`config.mk`:
```
export PLATFORM = sky130hd
export DESIGN_NAME = core_hazard_ctrl_flat
export DESIGN_NICKNAME = d
export VERILOG_FILES = /design/src/rtl/core_hazard_ctrl_if.sv /design/src/rtl/core_hazard_ctrl.sv /design/src/flat_wrapper.sv
export SDC_FILE = /design/constraint.sdc
export NUM_CORES = 1
export LEC_CHECK = 0
export ABC_CLOCK_PERIOD_IN_PS = 2400
export CORE_MARGIN = 4
export CORE_UTILIZATION = 42
export DETAILED_ROUTE_END_ITERATION = 12
export PLACE_DENSITY = 0.78
export SLEW_MARGIN = 20
export SYNTH_ARGS = -nofsm -noshare
export SYNTH_HDL_FRONTEND = slang
export SYNTH_SLANG_ARGS = --single-unit
```
`constraint.sdc`:
```
create_clock -name clk -period 2.4 [get_ports clk]
set_clock_uncertainty 0.2 [all_clocks]
set_input_delay 0.48 -clock clk [delete_from_list [all_inputs] [get_ports clk]]
set_output_delay 0.48 -clock clk [all_outputs]
set_load 0.05 [all_outputs]
```
`src/rtl/core_hazard_ctrl_if.sv`:
```
// Data-peripheral request/response bundle between the hazard controller and the bus.
// The controller is the master; the peripheral fabric is the slave.
interface core_hazard_ctrl_if #(
  parameter int unsigned ADDR_W      = 64,
  parameter int unsigned NUM_REGIONS = 2
);
  localparam int unsigned RW = (NUM_REGIONS > 1) ? $clog2(NUM_REGIONS) : 1;

  logic              d_valid;
  logic [ADDR_W-1:0] d_addr;
  logic [RW-1:0]     d_region;
  logic              d_ready;

  modport master (output d_valid, d_addr, d_region, input d_ready);
  modport slave  (input d_valid, d_addr, d_region, output d_ready);
endinterface

```
`src/rtl/core_hazard_ctrl.sv`:
```
// Pipeline hazard/stall controller: load-use and mul/div stalls plus a timed
// valid/ready arbiter for accesses into N peripheral address windows.
module core_hazard_ctrl #(
  parameter int unsigned ADDR_W         = 64,
  parameter int unsigned NUM_REGIONS    = 2,
  parameter logic [NUM_REGIONS*ADDR_W-1:0] REGION_BASE  = {64'h3000_0000, 64'h2000_0000},
  parameter logic [NUM_REGIONS*ADDR_W-1:0] REGION_LIMIT = {64'h4000_0000, 64'h3000_0000},
  parameter int unsigned TIMEOUT_CYCLES = 255
) (
  input  logic              clk,
  input  logic              rst_n,
  input  logic [4:0]        IF_rs,
  input  logic [4:0]        IF_rt,
  input  logic              IF_B_is_reg,
  input  logic [4:0]        ID_W_regnum,
  input  logic              ID_mem_read,
  input  logic              md_busy,
  input  logic [ADDR_W-1:0] addr,
  input  logic              EX_mem_read,
  input  logic              EX_mem_write,
  core_hazard_ctrl_if.master bus,
  output logic              bus_err,
  output logic              stall,
  output logic [31:0]       stall_cnt
);
  localparam int unsigned RW = (NUM_REGIONS > 1) ? $clog2(NUM_REGIONS) : 1;
  localparam int unsigned CW = $clog2(TIMEOUT_CYCLES + 1);

  typedef enum logic [1:0] {
    IDLE = 2'd0,
    WAIT = 2'd1,
    ERR  = 2'd2
  } state_e;

  state_e            state_q, state_d;
  logic [CW-1:0]     cnt_q, cnt_d;
  logic [ADDR_W-1:0] addr_q, addr_d;
  logic [RW-1:0]     region_q, region_d;
  logic [31:0]       stall_cnt_q, stall_cnt_d;

  logic [NUM_REGIONS-1:0] hit;
  logic [RW-1:0]          idx_chain [NUM_REGIONS+1];
  logic                   access;
  logic                   load_use;
  logic                   valid_c;
  logic [ADDR_W-1:0]      d_addr_c;
  logic [RW-1:0]          region_c;
  logic                   bus_err_c;
  logic                   d_valid;

  // Window decode; the chain resolves overlaps in favour of the lowest index.
  assign idx_chain[NUM_REGIONS] = '0;
  for (genvar g = 0; g < NUM_REGIONS; g++) begin : g_hit
    assign hit[g] = (addr >= REGION_BASE[g*ADDR_W +: ADDR_W]) &&
                    (addr <  REGION_LIMIT[g*ADDR_W +: ADDR_W]);
    assign idx_chain[g] = hit[g] ? RW'(g) : idx_chain[g+1];
  end

  assign access   = (EX_mem_read | EX_mem_write) & (|hit);
  assign load_use = ID_mem_read && (ID_W_regnum != 5'd0) &&
                    ((IF_rs == ID_W_regnum) || (IF_B_is_reg && (IF_rt == ID_W_regnum)));

  // Next-state and request decode.
  always_comb begin
    state_d   = state_q;
    cnt_d     = cnt_q;
    addr_d    = addr_q;
    region_d  = region_q;
    valid_c   = 1'b0;
    d_addr_c  = '0;
    region_c  = '0;
    bus_err_c = 1'b0;
    unique case (state_q)
      IDLE: begin
        valid_c  = access;
        d_addr_c = addr;
        region_c = idx_chain[0];
        if (access && !bus.d_ready) begin
          addr_d   = addr;
          region_d = idx_chain[0];
          cnt_d    = CW'(1);
          state_d  = WAIT;
        end
      end
      WAIT: begin
        valid_c  = 1'b1;
        d_addr_c = addr_q;
        region_c = region_q;
        if (bus.d_ready) begin
          state_d = IDLE;
        end else if (cnt_q == CW'(TIMEOUT_CYCLES)) begin
          state_d = ERR;
        end else begin
          cnt_d = cnt_q + CW'(1);
        end
      end
      ERR: begin
        bus_err_c = 1'b1;
        state_d   = IDLE;
      end
      default: state_d = IDLE;
    endcase
  end

  // Reset masks the request immediately so a dropped WAIT never leaks out.
  assign d_valid      = rst_n & valid_c;
  assign bus.d_valid  = d_valid;
  assign bus.d_addr   = rst_n ? d_addr_c : '0;
  assign bus.d_region = rst_n ? region_c : '0;
  assign bus_err      = rst_n & bus_err_c;

  assign stall       = load_use | md_busy | (d_valid & ~bus.d_ready);
  assign stall_cnt_d = (stall && (stall_cnt_q != 32'hFFFF_FFFF)) ? stall_cnt_q + 32'd1 : stall_cnt_q;
  assign stall_cnt   = stall_cnt_q;

  always_ff @(posedge clk or negedge rst_n) begin
    if (!rst_n) begin
      state_q     <= IDLE;
      cnt_q       <= '0;
      addr_q      <= '0;
      region_q    <= '0;
      stall_cnt_q <= '0;
    end else begin
      state_q     <= state_d;
      cnt_q       <= cnt_d;
      addr_q      <= addr_d;
      region_q    <= region_d;
      stall_cnt_q <= stall_cnt_d;
    end
  end
endmodule
```
`src/flat_wrapper.sv`:
```
// flat-port wrapper written by rule: the top's interface ports become plain ports
module core_hazard_ctrl_flat 
#(
  parameter int unsigned ADDR_W         = 64,
  parameter int unsigned NUM_REGIONS    = 2,
  parameter logic [NUM_REGIONS*ADDR_W-1:0] REGION_BASE  = {64'h3000_0000, 64'h2000_0000},
  parameter logic [NUM_REGIONS*ADDR_W-1:0] REGION_LIMIT = {64'h4000_0000, 64'h3000_0000},
  parameter int unsigned TIMEOUT_CYCLES = 255
)
  (clk, rst_n, IF_rs, IF_rt, IF_B_is_reg, ID_W_regnum, ID_mem_read, md_busy, addr, EX_mem_read, EX_mem_write, bus_err, stall, stall_cnt, bus_d_valid, bus_d_addr, bus_d_region, bus_d_ready);
  core_hazard_ctrl_if #(.ADDR_W(ADDR_W), .NUM_REGIONS(NUM_REGIONS)) bus_i ();
  input  logic clk;
  input  logic rst_n;
  input  logic [4:0] IF_rs;
  input  logic [4:0] IF_rt;
  input  logic IF_B_is_reg;
  input  logic [4:0] ID_W_regnum;
  input  logic ID_mem_read;
  input  logic md_busy;
  input  logic [ADDR_W-1:0] addr;
  input  logic EX_mem_read;
  input  logic EX_mem_write;
  output logic bus_err;
  output logic stall;
  output logic [31:0] stall_cnt;
  output wire logic [$bits(bus_i.d_valid)-1:0] bus_d_valid;
  output wire logic [$bits(bus_i.d_addr)-1:0] bus_d_addr;
  output wire logic [$bits(bus_i.d_region)-1:0] bus_d_region;
  input wire logic [$bits(bus_i.d_ready)-1:0] bus_d_ready;
  assign bus_d_valid = bus_i.d_valid;
  assign bus_d_addr = bus_i.d_addr;
  assign bus_d_region = bus_i.d_region;
  assign bus_i.d_ready = bus_d_ready;
  core_hazard_ctrl #(.ADDR_W(ADDR_W), .NUM_REGIONS(NUM_REGIONS), .REGION_BASE(REGION_BASE), .REGION_LIMIT(REGION_LIMIT), .TIMEOUT_CYCLES(TIMEOUT_CYCLES)) u_core (.clk(clk), .rst_n(rst_n), .IF_rs(IF_rs), .IF_rt(IF_rt), .IF_B_is_reg(IF_B_is_reg), .ID_W_regnum(ID_W_regnum), .ID_mem_read(ID_mem_read), .md_busy(md_busy), .addr(addr), .EX_mem_read(EX_mem_read), .EX_mem_write(EX_mem_write), .bus(bus_i), .bus_err(bus_err), .stall(stall), .stall_cnt(stall_cnt));
endmodule
```
==> impl_results.md, run 1 <==
* Status: finished with violations
* Failing checks: negative setup slack
* Most frequent cells after synthesis: dfrtp_1 (107), nand2_1 (104), nor2_1 (89), mux2i_1 (63), and2_1 (35)
* Number of synthesized flops with an enable pin at 0
* Yosys cell types at 43
* Top cell type by total area after synthesis: dfrtp_1
* Clock sink count at 107
* Largest cells by area after synthesis: dfrtp_1 (48%), mux2i_1 (11%), nand2_1 (7.0%), nor2_1 (6.0%), xor2_1 (5.2%)
* Most common cell in the netlist: dfrtp_1
* DP Wirelength at 12.39 mm
* Critical path class: input pin to output port
* Final hold vios at 0
* Crit path required time at 1.72 ns
* Top cell type's share of synthesized area at 48.24%
* Final setup fails at 31
* Post-placement cell count at around 980
* GRT Overall Usage at 24.04%
* Initial antenna violation count at 0
* Unrepaired setup endpoints after global routing: true
* Worst path most repeated cell: buf_4
* Tcrit/Tclk final at 114.6%
* Worst setup SP type: input pin
* Core area at 12,770 um^2
* Fin. max-slew vios at 0
* Worst-path clk slew at 0.07 ns
* Syn_area_per_cell at roughly 9.5 um^2
* Place WS at -0.9924 ns
* #FFs+latches synth at 107
* Worst path slowest cell: dlygate4sd2_1
* Drc violations at 0
* Yosys warns at 0
* Critical Path, Cell by Cell: dlygate4sd2_1 -> buf_4 -> xor2_1 -> nor4_1 -> a32oi_1 -> o21ai_2 -> buf_4 -> nor2_4 -> inv_4 -> buf_12
* Area of the multi-input gates at 3291 um^2
* Starting Density at 43.45%
* Fillers at 776
* Via density at ~5.1
* Max-Cap Viols at 0
* First-pass DRT Iterations at 4
* Synthesized net count at around 670
* Die Wd at 123.0 um
* GRT overflow at 0
* CTS Hold Bufs at 0
* PwrDens at 512.9 nW/um^2
* Slew Limit Headroom at 38.57%
* CTS root buf: clkbuf_16
* Tightest Pin Transition at 0.9214 ns
* Register area share after synthesis at 48.24%
* Routed wire length at ~18 mm
* Asr flop ratio synth at 100.0%
* IO Port Bufs at 186
* Drt wl/cell at 18.23 um
* Worst-skew pair later-pin latency at 0.34 ns
* Final Util at 76.77%
* Mapped Area at 5550 um^2
* HP Class: input pin to async pin
* Fmax at 363.5 MHz
* Worst Setup End Kind: output port
* H-tree Lvls at 3
* RePlAce Congestion at 0.8526
* PnR worst setup slack at -0.3507 ns
* Static Leak at 4.445 nW
* Post-Synthesis Cells at 582
* Area delta synth->final at 76.67%
* Cell Rows at 41
* Top delay family on crit path: buffers and inverters
* Die footprint at 15,120 um^2
* TritonCTS clock tree: done
* Layout Cells excl Fill at 1,013
* WHS at ~0.0057 ns
* Max VDD drop at 0.2960 mV
* Routed Antenna Nets at 0
* Routed vias at ~5.2k
* FF/Latch Area at 2699 um^2
* Arr. time, crit path at 2.07 ns
* First-pass GRT wire length at 28.71 mm
* CTS buffer count at 9
* Fin nets at 924
* Slowest stage delay, CP at 0.26 ns
* Fraction of layout cells with a size suffix above 1 at between 30% and 40%
* Drt initial violations at 316
* Crit-path max FO at 2
* Fin crit period at 2.751 ns
* Die height at 123.0 um
* Tot Pwr at 5.030 mW
* Vias in the first global route at 5,607
* Top FF cell, synth: dfrtp_1
* Clock Tree Buf Depth at 2
* Pin count of the biggest net entering global routing at 73
* Crit path buf inv count at 5
* Ports at about 190
-- routing by layer --
metal	GRT usage, %	vias to the layer above	wire length [um]
met1	29.30	2529	7161
met5	0	-	0
li1	-	2446	-
met2	41.54	178	9706
met4	12.04	0	722
met3	3.522	50	874
-- stage by stage --
stage               area, um^2  TNS, ns
finish                    9806   -3.877
global route              9801   -7.526
CTS                       9638   -3.713
detailed placement        8961   -81.04
global placement          8961   -79.67
floorplan                 5822   -2.762
-- registers in the layout, indices dropped and copies added, names as in the netlist --
name              cells
u_core.addr_q        64
u_core.cnt_q          8
u_core.region_q       1
u_core.stall_cnt     32
u_core.state_q        2
-- worst paths after layout --
check	startpoint	to	slack, ns	cells past startpoint
worst max-delay path	ID_W_regnum[4]	stall	-0.35	10
worst min-delay path	rst_n	u_core.addr_q[36]	0.006	2
min in group clk	u_core.addr_q[1]	u_core.addr_q[1]	0.27	2
worst min register to register	u_core.addr_q[1]	u_core.addr_q[1]	0.27	2
worst max register to register	u_core.stall_cnt[1]	u_core.stall_cnt[8]	-0.11	10
max in group asynchronous	rst_n	u_core.state_q[0]	0.62	3
-- cell type report --
| class | count | share of cell area, % |
|---|---|---|
| clock buffer | 11 | 2.578 |
| antenna | 2 | 0.05104 |
| inverter | 9 | 0.3700 |
| timing repair buffer | 268 | 33.21 |
| clock inverter | 4 | 0.5104 |
| sequential | 107 | 27.52 |
| tap | 172 | 2.195 |
| multi-input combinational | 440 | 33.56 |
-- power breakdown --
group          switching [mW]  internal (mW)  total, mW  leakage, nW
clock                   0.636          0.859       1.49        0.144
combinational           0.897          0.710       1.61         2.88
sequential             0.0479           1.88       1.93         1.42
-- kinds of logic after synthesis --
kind of cell    synth area share [%]
simple gates                   27.84
flops                          48.24
mux                            11.56
xor+xnor                       6.785
buf+inv                        3.066
compound gates                 2.051
fa+ha+maj                     0.4508
-- layout by cell type (no fill, tap or decap), types with 16 or more instances in the layout --
cell type | Yosys | routed
dlygate4sd2_1 | 0 | 16
buf_12 | 1 | 71
nor2_2 | 0 | 44
xor2_1 | 33 | 33
buf_4 | 0 | 63
clkdlybuf4s50_1 | 0 | 65
and2_1 | 35 | 34
buf_6 | 1 | 20
nor2_1 | 89 | 25
dfrtp_1 | 107 | 92
nor2_4 | 0 | 20
mux2i_1 | 63 | 63
nand2_1 | 104 | 103
-- worst reg2reg max path, cell delays in order, from the launching register on --
cell and delay, ns:
dfrtp_2 0.37, ha_2 0.19, and3_4 0.20, and3_4 0.21, nand3_4 0.08, or3_4 0.46
o21ai_4 0.16, buf_6 0.21, buf_6 0.13, nor2_4 0.03, xor2_1 0.15
-- what timing repair did --
item	CTS	global route
endpoints found under the hold margin	0	0
setup buffers	14	8
gates cloned	3	1
pin swaps	35	30
gates resized for setup	121	56
endpoints found under the setup margin	147	132
(Power assumes the default switching activity.)
==> run 2: changes to the inputs <==
- TNS_END_PERCENT: unset -> 100
==> results of run 2 <==
Final layout, timing and power as in run 1 (identical DEF).
